--- src/rtl/rv64_pipe_pkg.sv ---
// Shared pipeline types for the RV64 stage buffers.
// Latency: n/a (types and constants only).
// Backpressure: n/a.
package rv64_pipe_pkg;

  // Canonical bubble instruction: addi x0, x0, 0
  localparam logic [31:0] NOP_INSTR = 32'h00000013;

  // One fetched instruction together with its PC and fall-through PC
  typedef struct packed {
    logic [63:0] pc;
    logic [63:0] pc4;
    logic [31:0] instr;
  } if_id_entry_t;

endpackage

--- src/rtl/if_id_fifo_if.sv ---
// Fetch-to-decode handshake bundle: upstream push side, downstream pop side, flush.
// Latency: n/a (wiring only).
// Backpressure: o_ready towards fetch, i_ready from decode.
interface if_id_fifo_if #(
  parameter int DATA_WIDTH  = 64,
  parameter int INSTR_WIDTH = 32,
  parameter int CNT_W       = 3
);
  logic                   flush;
  logic                   i_valid;
  logic                   o_ready;
  logic [DATA_WIDTH-1:0]  i_pc;
  logic [DATA_WIDTH-1:0]  i_pc4;
  logic [INSTR_WIDTH-1:0] i_instr;
  logic                   o_valid;
  logic                   i_ready;
  logic [DATA_WIDTH-1:0]  o_pc;
  logic [DATA_WIDTH-1:0]  o_pc4;
  logic [INSTR_WIDTH-1:0] o_instr;
  logic [CNT_W-1:0]       o_count;

  // Fetch/decode side: drives pushes, consumes the head
  modport master (
    output flush, i_valid, i_pc, i_pc4, i_instr, i_ready,
    input  o_ready, o_valid, o_pc, o_pc4, o_instr, o_count
  );

  // Buffer side
  modport slave (
    input  flush, i_valid, i_pc, i_pc4, i_instr, i_ready,
    output o_ready, o_valid, o_pc, o_pc4, o_instr, o_count
  );
endinterface

--- src/rtl/if_id_fifo_mem.sv ---
// DEPTH x W register array, one synchronous write port, one asynchronous read port.
// Latency: write visible on rdata the cycle after the write edge; read is combinational.
// Backpressure: none; the caller gates we.
module fifo_mem #(
  parameter int DEPTH = 4,
  parameter int W     = 160,
  parameter int AW    = $clog2(DEPTH)
) (
  input  logic          clk,
  input  logic          rst,
  input  logic          we,
  input  logic [AW-1:0] waddr,
  input  logic [W-1:0]  wdata,
  input  logic [AW-1:0] raddr,
  output logic [W-1:0]  rdata
);
  logic [W-1:0] mem [DEPTH];

  // Storage is cleared on reset so no stale entry ever leaks out
  always_ff @(posedge clk) begin
    if (rst) begin
      for (int i = 0; i < DEPTH; i++) mem[i] <= '0;
    end else if (we) begin
      mem[waddr] <= wdata;
    end
  end

  assign rdata = mem[raddr];
endmodule

--- src/rtl/if_id_fifo.sv ---
// IF/ID decoupling buffer holding up to DEPTH {pc, pc4, instr} entries.
// Latency: 1 cycle from push edge to head visible on o_*.
// Backpressure: o_ready drops when full (count only, a same-cycle pop does not free a slot).
module if_id_fifo
  import rv64_pipe_pkg::*;
#(
  parameter int DATA_WIDTH  = 64,
  parameter int INSTR_WIDTH = 32,
  parameter int DEPTH       = 4
) (
  input  logic clk,
  input  logic rst,
  if_id_fifo_if.slave bus
);
  localparam int CNT_W = $clog2(DEPTH) + 1;
  localparam int PTR_W = $clog2(DEPTH);
  localparam int EW    = 2 * DATA_WIDTH + INSTR_WIDTH;

  logic [PTR_W-1:0] wr_ptr;
  logic [PTR_W-1:0] rd_ptr;
  logic [CNT_W-1:0] count;
  logic             push;
  logic             pop;
  logic             mem_we;
  logic [EW-1:0]    wdata;
  logic [EW-1:0]    rdata;

  assign bus.o_ready = (count != CNT_W'(DEPTH));
  assign bus.o_valid = (count != '0);
  assign push        = bus.i_valid & bus.o_ready;
  assign pop         = bus.o_valid & bus.i_ready;
  // A push in a flush cycle is dropped, so storage must not be written either
  assign mem_we      = push & ~bus.flush;
  assign wdata       = {bus.i_pc, bus.i_pc4, bus.i_instr};

  fifo_mem #(
    .DEPTH (DEPTH),
    .W     (EW),
    .AW    (PTR_W)
  ) u_mem (
    .clk   (clk),
    .rst   (rst),
    .we    (mem_we),
    .waddr (wr_ptr),
    .wdata (wdata),
    .raddr (rd_ptr),
    .rdata (rdata)
  );

  // Pointer and occupancy update: reset beats flush beats push/pop
  always_ff @(posedge clk) begin
    if (rst || bus.flush) begin
      wr_ptr <= '0;
      rd_ptr <= '0;
      count  <= '0;
    end else begin
      if (push) wr_ptr <= wr_ptr + PTR_W'(1);
      if (pop)  rd_ptr <= rd_ptr + PTR_W'(1);
      if (push && !pop)      count <= count + CNT_W'(1);
      else if (pop && !push) count <= count - CNT_W'(1);
    end
  end

  // Empty buffer presents a bubble rather than whatever sits at rd_ptr
  always_comb begin
    bus.o_pc    = '0;
    bus.o_pc4   = '0;
    bus.o_instr = INSTR_WIDTH'(NOP_INSTR);
    if (bus.o_valid) begin
      bus.o_pc    = rdata[EW-1 -: DATA_WIDTH];
      bus.o_pc4   = rdata[INSTR_WIDTH +: DATA_WIDTH];
      bus.o_instr = rdata[INSTR_WIDTH-1:0];
    end
  end

  assign bus.o_count = count;
endmodule

--- src/flat_wrapper.sv ---
// flat-port wrapper written by rule: the top's interface ports become plain ports
module if_id_fifo_flat import rv64_pipe_pkg::*;
#(
  parameter int DATA_WIDTH  = 64,
  parameter int INSTR_WIDTH = 32,
  parameter int DEPTH       = 4
)
  (clk, rst, bus_flush, bus_i_valid, bus_i_pc, bus_i_pc4, bus_i_instr, bus_i_ready, bus_o_ready, bus_o_valid, bus_o_pc, bus_o_pc4, bus_o_instr, bus_o_count);
  if_id_fifo_if #(.DATA_WIDTH(DATA_WIDTH), .INSTR_WIDTH(INSTR_WIDTH)) bus_i ();
  input  logic clk;
  input  logic rst;
  input wire logic [$bits(bus_i.flush)-1:0] bus_flush;
  input wire logic [$bits(bus_i.i_valid)-1:0] bus_i_valid;
  input wire logic [$bits(bus_i.i_pc)-1:0] bus_i_pc;
  input wire logic [$bits(bus_i.i_pc4)-1:0] bus_i_pc4;
  input wire logic [$bits(bus_i.i_instr)-1:0] bus_i_instr;
  input wire logic [$bits(bus_i.i_ready)-1:0] bus_i_ready;
  output wire logic [$bits(bus_i.o_ready)-1:0] bus_o_ready;
  output wire logic [$bits(bus_i.o_valid)-1:0] bus_o_valid;
  output wire logic [$bits(bus_i.o_pc)-1:0] bus_o_pc;
  output wire logic [$bits(bus_i.o_pc4)-1:0] bus_o_pc4;
  output wire logic [$bits(bus_i.o_instr)-1:0] bus_o_instr;
  output wire logic [$bits(bus_i.o_count)-1:0] bus_o_count;
  assign bus_i.flush = bus_flush;
  assign bus_i.i_valid = bus_i_valid;
  assign bus_i.i_pc = bus_i_pc;
  assign bus_i.i_pc4 = bus_i_pc4;
  assign bus_i.i_instr = bus_i_instr;
  assign bus_i.i_ready = bus_i_ready;
  assign bus_o_ready = bus_i.o_ready;
  assign bus_o_valid = bus_i.o_valid;
  assign bus_o_pc = bus_i.o_pc;
  assign bus_o_pc4 = bus_i.o_pc4;
  assign bus_o_instr = bus_i.o_instr;
  assign bus_o_count = bus_i.o_count;
  if_id_fifo #(.DATA_WIDTH(DATA_WIDTH), .INSTR_WIDTH(INSTR_WIDTH), .DEPTH(DEPTH)) u_core (.clk(clk), .rst(rst), .bus(bus_i));
endmodule
--- config.mk ---
export PLATFORM = sky130hd
export DESIGN_NAME = if_id_fifo_flat
export DESIGN_NICKNAME = d
export VERILOG_FILES = /design/src/rtl/rv64_pipe_pkg.sv /design/src/rtl/if_id_fifo_if.sv /design/src/rtl/if_id_fifo_mem.sv /design/src/rtl/if_id_fifo.sv /design/src/flat_wrapper.sv
export SDC_FILE = /design/constraint.sdc
export NUM_CORES = 1
export LEC_CHECK = 0
export CORE_MARGIN = 4
export CORE_UTILIZATION = 50
export CTS_CLUSTER_SIZE = 30
export DETAILED_ROUTE_END_ITERATION = 7
export PLACE_DENSITY = 0.72
export SLEW_MARGIN = 20
export SYNTH_ARGS = -nofsm -noshare
export SYNTH_HDL_FRONTEND = slang
export SYNTH_SLANG_ARGS = --single-unit
--- constraint.sdc ---
create_clock -name clk -period 6.6 [get_ports clk]
set_input_delay 0.66 -clock clk [delete_from_list [all_inputs] [get_ports clk]]
set_output_delay 0.66 -clock clk [all_outputs]
set_load 0.01 [all_outputs]
* Yosys cells after proc, flatten, opt, wreduce, memory -nomap -nowiden *
Memory sizes are Yosys's and may differ from the RTL's. A register that Yosys moved wholly into a read port is not among the register bits.
Cells that the tools add are included.

word-level totals
  bits in registers = 7
  memory bits (writable) = 640
  input bits = 165
  output and inout bits = 165
  word-level logic and storage cells = 36
  memories kept = 1

cells by class
  $add $sub $neg = 4
  eq/ne operators = 1
  muxes and demuxes = 15
  bitwise operators = 4
  reduce and logical (&&, ||, !) cells = 8

memory list
  memory            depth  width  rd ports  clocked after Yosys merged registers in  write ports  line                  source
  u_core.u_mem.mem  4      160    1         1                                        4            if_id_fifo_mem.sv:17  logic [W-1:0] mem [DEPTH];

operators with widths
  kind                 count
  $mux 160             1
  $reduce_or 160->1    1
  $mux 64              2
  $mux 32              1
  $mux 1               6
  $mux 2               3
  $mux 3               2
  $add 2x1->2 const B  2
  $add 3x1->3 const B  1
  $and 1x1->1          3
  $ne 3x3->1 const B   1
  $reduce_bool 3->1    1
  $sub 3x1->3 const B  1
  $logic_and 1x1->1    2
  $logic_not 1->1      2
  $reduce_bool 2->1    1
  $logic_or 1x1->1     1
  $not 1->1            1

* Logic depth before layout (Yosys ltp) *
Gate-level depths: netlist of run 1.

  depth in word-level cells = 8
  mapped depth = 8

* Cells and area by module *
A second synthesis of run 1 with hierarchy kept.

unflattened totals
  cell total of the unflattened synthesis = 1772
  area total of the unflattened synthesis = 28964.0 sq um

modules (own cells, without submodules)
  module      times used  cells each  area an instance (sq um)  seq. area each (sq um)
  fifo_mem    1           1557        27465.1                   19218.4
  if_id_fifo  1           215         1498.9                    140.1

* Least setup slack after synthesis of run 1 *
Ideal clock, no wire load.

  path type = in2reg
  start point = in bus_i_valid
  end point = mem u_core.u_mem.mem[3][0], enable pin
  library setup time = 0.530 ns
  data arrival time = 4.416 ns
  data required time = 6.070 ns
  slack = 1.654 ns
  stages on the path = 3
  cell sequence = inv_1 > nor2_1 > a41o_1

RTL lines
  element      line                  source
  from (decl)  flat_wrapper.sv:13    input wire logic [$bits(bus_i.i_valid)-1:0] bus_i_valid;
  to (decl)    if_id_fifo_mem.sv:17

* Final worst setup path of run 1 *
  start point = reg u_core.count[0], in the netlist u_core.bus.o_count[0]
  end point = out bus_o_pc4[0]

on the way
  cells in the longest elaborated chain, start to end = 2

ends and longest elaborated chain
  element                 line                source
  from (decl)             if_id_fifo.sv:21    logic [CNT_W-1:0] count;
  from (signal assigned)  if_id_fifo.sv:59    if (push && !pop) count <= count + CNT_W'(1);
  from (signal assigned)  if_id_fifo.sv:60    else if (pop && !push) count <= count - CNT_W'(1);
  $reduce_bool 3->1       if_id_fifo.sv:29    assign bus.o_valid = (count != '0);
  $mux 64                 if_id_fifo.sv:69    if (bus.o_valid) begin
  to (decl)               flat_wrapper.sv:21  output wire logic [$bits(bus_i.o_pc4)-1:0] bus_o_pc4;

Every way passes these cells.

==> impl_metrics.json, run 1 <==
{
  "leakagePower_uw": 0.0125,
  "drt_pre_antenna_iters": 5,
  "irDropWorstVdd_v": 0.000180,
  "synth_fa_ha_area_share_pct": 0.113,
  "maxSlewViolCount": 0,
  "rsz0062_at_grt": "false",
  "ys_ff_latch": 649,
  "ios": 330,
  "reg2reg_depth": 5,
  "tns_ns": 0,
  "synth.distinct_cells": 29,
  "syn_inst": 1774,
  "grt_pass1_vias": 17700,
  "nets": 2241,
  "grt_overflow_total": 0,
  "coreArea_um2": 56800,
  "grt_pass1_wl_um": 103000,
  "period_share_pct": 68.7,
  "dp.cells": 2756,
  "port_buffers": 329,
  "grt_usage_pct": 22.3,
  "crit_slowest_cell": "buf_4",
  "min-delay-start": "u_core.rd_ptr[1]",
  "post_cts_buffers": 0,
  "place_congestion": 0.745,
  "hold_depth": 2,
  "synth_xor_area_share_pct": 0.0910,
  "stdcell_count": 2891,
  "critical-path-max-stage-delay_ns": 0.79,
  "cts.sinks": 649,
  "p_per_area_nw_per_um2": 273,
  "postRouteAntennaNets": 0,
  "setup_viol": 0,
  "reg2reg_to": "u_core.u_mem.mem[2][135]",
  "clkLatencyLatePin_ns": 0.60,
  "drive_gt1_share_pct": 13.7,
  "r2r_slack_ns": 3.51,
  "relSlewSlack_pct": 24.9,
  "muxShareOfSynthArea_pct": 12.5,
  "maxCapViolCount": 0,
  "htree_levels": 3,
  "root_buffer": "clkbuf_16",
  "cts_tree": "done",
  "first_iter_violations": 1057,
  "synth_top_family_by_area": "simple AND/OR/NAND/NOR gates",
  "critPathLaunchType": "register",
  "drcViolationCount": 0,
  "reg2reg_from": "u_core.bus.o_count[0]",
  "dp_hpwl_um": 35800,
  "syn_nets": 1941,
  "path_depth": 5,
  "yosysWarnings": 0,
  "initial_utilization_pct": 50.8,
  "die_h_um": 248,
  "area_growth_pct": 21.5,
  "synth_compound_area_share_pct": 0.199,
  "syn-cell-area_um2": 28900,
  "timing.clock.skew_ns": 0.0121,
  "cts_resized": 0,
  "syn_area_per_cell_um2": 16.3,
  "ys_seq_area_share_pct": 67.2,
  "crit_family": "buffers and inverters",
  "via_count": 15900,
  "wl_per_cell_um": 23.7,
  "ctsHoldBuffers": 0,
  "finalHoldViolCount": 0,
  "endpoint_kind": "output port",
  "antenna_found_initial": 12,
  "synth-simple-area-share_pct": 18.0,
  "grt_max_degree": 161,
  "fin_crit_ns": 4.53,
  "cp_num_buf_inv": 3,
  "rows": 87,
  "cts_buffers": 71,
  "routed_wl_um": 68400,
  "cts.path.max_buffers": 3,
  "worstPathCellList": "nor3_1 -> inv_4 -> buf_4 -> and2_1 -> clkdlybuf4s50_1",
  "worst_pin_slew_ns": 1.13,
  "dieArea_um2": 61700,
  "critPathRequiredTime_ns": 5.94,
  "path_max_fanout": 87,
  "worstPathArrival_ns": 3.87,
  "clk_pin_slew_worst_paths_ns": 0.06,
  "status": "finished clean",
  "critPathKind": "register to output port",
  "die_w_um": 248,
  "vias_per_cell": 5.49,
  "worstHoldPathType": "register to register",
  "clock.fmax_mhz": 221
}
sequential cells by signal, indices dropped and copies added (netlist names), named ones only:
register / cells
u_core.rd_ptr: 2
u_core.u_mem.mem: 640
u_core.wr_ptr: 2
u_core.bus.o_count: 3
report_power, final:
group | switching, uW | total, uW | internal, uW
Clock | 1580 | 3780 | 2190
Sequential | 57.7 | 4790 | 4730
Combinational | 523 | 1030 | 509
Total | 2160 | 9600 | 7430
worst reg2reg max path: cells and delay by family, from the launching register on:
kind	cells	cell delay (ns)
buf+inv	2	1.69
flops	1	0.52
simple gates	3	0.74
layout by cell type (no fill, tap or decap), types with 2 or more instances in the layout:
master / Yosys / final
clkinv_1: 0 / 14
and2_1: 797 / 797
inv_6: 0 / 3
mux4_2: 160 / 160
clkbuf_1: 71 / 20
nor4_4: 2 / 2
nand2_1: 2 / 2
edfxtp_1: 640 / 640
diode_2: 0 / 6
dfxtp_1: 9 / 7
or2_2: 7 / 4
clkinvlp_4: 0 / 2
o21ai_0: 4 / 4
dfxtp_4: 0 / 2
buf_12: 0 / 10
buf_4: 1 / 10
clkbuf_16: 0 / 75
nor2_1: 5 / 5
inv_1: 5 / 4
bufinv_16: 0 / 3
or2_4: 0 / 3
clkinv_2: 0 / 11
a21oi_1: 4 / 4
xor2_1: 3 / 3
clkdlybuf4s50_1: 0 / 329
or3_1: 4 / 4
synth_stat cells:
cell / n / area, um2
nor3b_4: 1 / 18.8
buf_2: 20 / 100
nand2_1: 2 / 7.51
edfxtp_1: 640 / 19200
or2_2: 7 / 43.8
o31ai_1: 1 / 7.51
fa_1: 1 / 20.0
nor4_4: 2 / 42.5
and2_1: 797 / 4990
ha_1: 1 / 12.5
nor2_1: 5 / 18.8
nor3_1: 1 / 5.00
buf_1: 1 / 3.75
mux2i_1: 1 / 10.0
nor4b_4: 1 / 23.8
buf_6: 2 / 22.5
or3_1: 4 / 25.0
o21ai_0: 4 / 20.0
clkbuf_2: 27 / 135
clkbuf_1: 71 / 267
dfxtp_1: 9 / 180
mux4_2: 160 / 3600
xor2_1: 3 / 26.3
a41o_1: 1 / 10.0
nor2_2: 1 / 6.26
buf_4: 1 / 7.51
or3b_4: 1 / 11.3
inv_1: 5 / 18.8
a21oi_1: 4 / 20.0
per-stage QoR:
stage	hold slack [ns]	util [%]	setup slack [ns]	total power [uW]	cell area [um2]
6_report	0.523	61.8	2.07	9600	35100
5_1_grt	0.547	61.7	1.80	9940	35100
4_1_cts	0.528	61.7	1.99	9690	35100
3_5_place_dp	0.509	57.8	2.59	5920	32900
3_3_place_gp	0.462	57.8	2.65	5900	32900
2_1_floorplan	0.459	-	1.65	5360	28900
final cells by class:
class                           count  area (um2)
Tap cell                          756         946
Sequential cell                   649       19400
Multi-Input combinational cell    998        8940
Clock buffer                       95        1950
Inverter                            5        21.3
Antenna cell                        6        15.0
Clock inverter                     33         239
Timing Repair Buffer              349        3570
Fill cell                        4290       21700
cells by family after synthesis:
logic type | Yosys count
AO/OA/AOI/OAI | 10
buffers and inverters | 127
adder cells (fa/ha/maj) | 2
XOR/XNOR | 3
AND/OR/NAND/NOR | 822
multiplexers | 161
flip-flops | 649
how the worst max path moves through the flow:
stage,end,slack [ns],startpoint
2_1_floorplan,u_core.u_mem.mem[3][0],1.65,bus_i_valid
3_3_place_gp,u_core.u_mem.mem[2][131],2.65,rst
3_5_place_dp,u_core.u_mem.mem[2][135],2.59,rst
4_1_cts,bus_o_pc4[0],1.99,u_core.bus.o_count[0]
5_1_grt,bus_o_pc4[0],1.80,u_core.bus.o_count[0]
6_report,bus_o_pc4[0],2.07,u_core.bus.o_count[0]
metal layers:
metal,routed length [um],vias up,track usage [%]
met3,5240,101,5.53
met4,1360,14,6.20
li1,-,7066,-
met1,28100,8213,29.7
met2,33600,488,36.9
met5,90,-,0
(Power assumes the default switching activity.)
==> run 2, diff against run 1 <==
PLACE_DENSITY = 0.75   (was 0.72)
clock period = 4.1 ns   (was 6.6 ns; I/O delays follow)
==> run 2 against run 1 <==
Against the previous run: flip-flop and latch count did not move; design area grew 0.42%; worst hold slack lost 0.035 ns; combinational power increased by 60%; clock power rose by 54%; wire length shrank 2.7%; utilization is 0.26 points higher; setup slack lost 1.7 ns; via count rose by 0.32%; sequential share of layout area down 0.23 points; non-clock buffer count grew 20; sequential power rose by 61%.
==> impl_metrics.json, run 2 (synthesis results as in run 1) <==
{
  "status": "finished clean",
  "maxCapViolCount": 0,
  "gr-usage-met3_pct": 5.59,
  "rows": 87,
  "period_share_pct": 91.0,
  "timing.clock.skew_ns": 0.0202,
  "dp_hpwl_um": 37400,
  "htree_levels": 3,
  "nets": 2258,
  "port_buffers": 329,
  "most-common-layout-cells": "797 x and2_1, 640 x edfxtp_1, 329 x clkdlybuf4s50_1, 160 x mux4_2, 70 x clkbuf_16",
  "worstPathArrival_ns": 3.32,
  "clkLatencyLatePin_ns": 0.59,
  "p_total_uw": 15200,
  "setup_viol": 0,
  "ios": 330,
  "nFillCells": 4168,
  "use_met1_pct": 29.7,
  "ctsHoldBuffers": 0,
  "grt_pass1_wl_um": 101000,
  "clock.fmax_mhz": 268,
  "grt_overflow_total": 0,
  "finalHoldViolCount": 0,
  "grt_max_degree": 161,
  "grt_usage_pct": 21.7,
  "vias_per_cell": 5.49,
  "grt_pass1_vias": 17000,
  "leakagePower_uw": 0.0125,
  "irDropWorstVdd_v": 0.000277,
  "die_h_um": 248,
  "routed_wl_um": 66600,
  "path_max_fanout": 63,
  "first_iter_violations": 1124,
  "gr-usage-met2_pct": 35.0,
  "critPathRequiredTime_ns": 3.69,
  "regMostFlops": "u_core.u_mem.mem",
  "p_per_area_nw_per_um2": 430,
  "grt.busiest_layer": "met2",
  "initial_utilization_pct": 50.8,
  "antenna_found_initial": 16,
  "cts.path.max_buffers": 3,
  "largest_reg_flops": 640,
  "mostFrequentLayoutCell": "and2_1",
  "relSlewSlack_pct": 36.0,
  "drcViolationCount": 0,
  "cts_tree": "done",
  "coreArea_um2": 56800,
  "area_growth_pct": 22.0,
  "fin_crit_ns": 3.73,
  "critPathKind": "register to output port",
  "cts_resized": 0,
  "endpoint_kind": "output port",
  "drt_pre_antenna_iters": 5,
  "wl_per_cell_um": 22.9,
  "root_buffer": "clkbuf_16",
  "via_count": 15900,
  "critPathLaunchType": "register",
  "rsz0062_at_grt": "false",
  "dieArea_um2": 61700,
  "worstHoldPathType": "register to register",
  "hold_depth": 2,
  "reg2reg_depth": 4,
  "tns_ns": 0,
  "drive_gt1_share_pct": 14.3,
  "cts_buffers": 68,
  "worst_pin_slew_ns": 0.960,
  "die_w_um": 248,
  "cts.sinks": 649,
  "clk_pin_slew_worst_paths_ns": 0.06,
  "maxSlewViolCount": 0,
  "postRouteAntennaNets": 0,
  "post_cts_buffers": 0,
  "place_congestion": 0.748
}
run 2: cell count changes in the layout (fill, tap and decap cells not counted), moves of 2 or more:
cell,before,now
buf_12,10,19
buf_4,10,21
clkbuf_16,75,70
clkinv_1,14,11
clkinv_2,11,8
clkinvlp_4,2,0
inv_6,3,5
run 2: worst max-delay path, stage by stage (launching register included):
cell	delay [ns]
dfxtp_1	0.40
nor3_1	0.65
inv_4	0.41
buf_4	0.41
and2_1	0.24
clkdlybuf4s50_1	0.49
run 2: final cells by class:
cell class	instances	area [um2]	area share [%]
inverters	5	21.3	0.0604
clock inverters	28	231	0.657
diodes	7	17.5	0.0497
repair buffers	369	3830	10.9
clock buffers	91	1840	5.22
flip-flops and latches	649	19400	55.1
well taps	756	946	2.68
multi-input cells	998	8940	25.4
run 2: worst paths after layout:
| kind | startpoint | end | slack, ns |
|---|---|---|---|
| worst max-delay path | u_core.bus.o_count[0] | bus_o_instr[16] | 0.37 |
| worst max register to register | u_core.bus.o_count[2] | u_core.u_mem.mem[3][138] | 1.66 |
| worst min-delay path | u_core.rd_ptr[1] | register | 0.49 |
| worst min register to register | u_core.rd_ptr[1] | register | 0.49 |
run 2: report_power, final:
| group | total, uW | switching (uW) | leakage (uW) | internal [uW] |
|---|---|---|---|---|
| Combinational | 1650 | 809 | 0.00482 | 842 |
| Sequential | 7700 | 92.2 | 0.00670 | 7610 |
| Clock | 5810 | 2460 | 0.00101 | 3350 |
| Total | 15200 | 3360 | 0.0125 | 11800 |
run 2: metal layers:
layer  share of wire [%]  vias to the layer above
met1                  41                     8185
li1                    -                     7103
met5                0.22                        -
met4                 1.9                       22
met2                  49                      513
met3                 7.3                      110
run 2: metrics by stage:
stage	instance area (um2)	hold slack [ns]	setup slack, ns	instances	util, %
2_1_floorplan	28900	0.459	0.301	1774	-
3_3_place_gp	33100	0.480	1.09	2777	58.3
3_5_place_dp	33100	0.469	1.03	2777	58.3
4_1_cts	35200	0.487	0.364	2896	62.0
5_1_grt	35200	0.520	0.179	2899	62.0
6_report	35200	0.488	0.368	2903	62.0
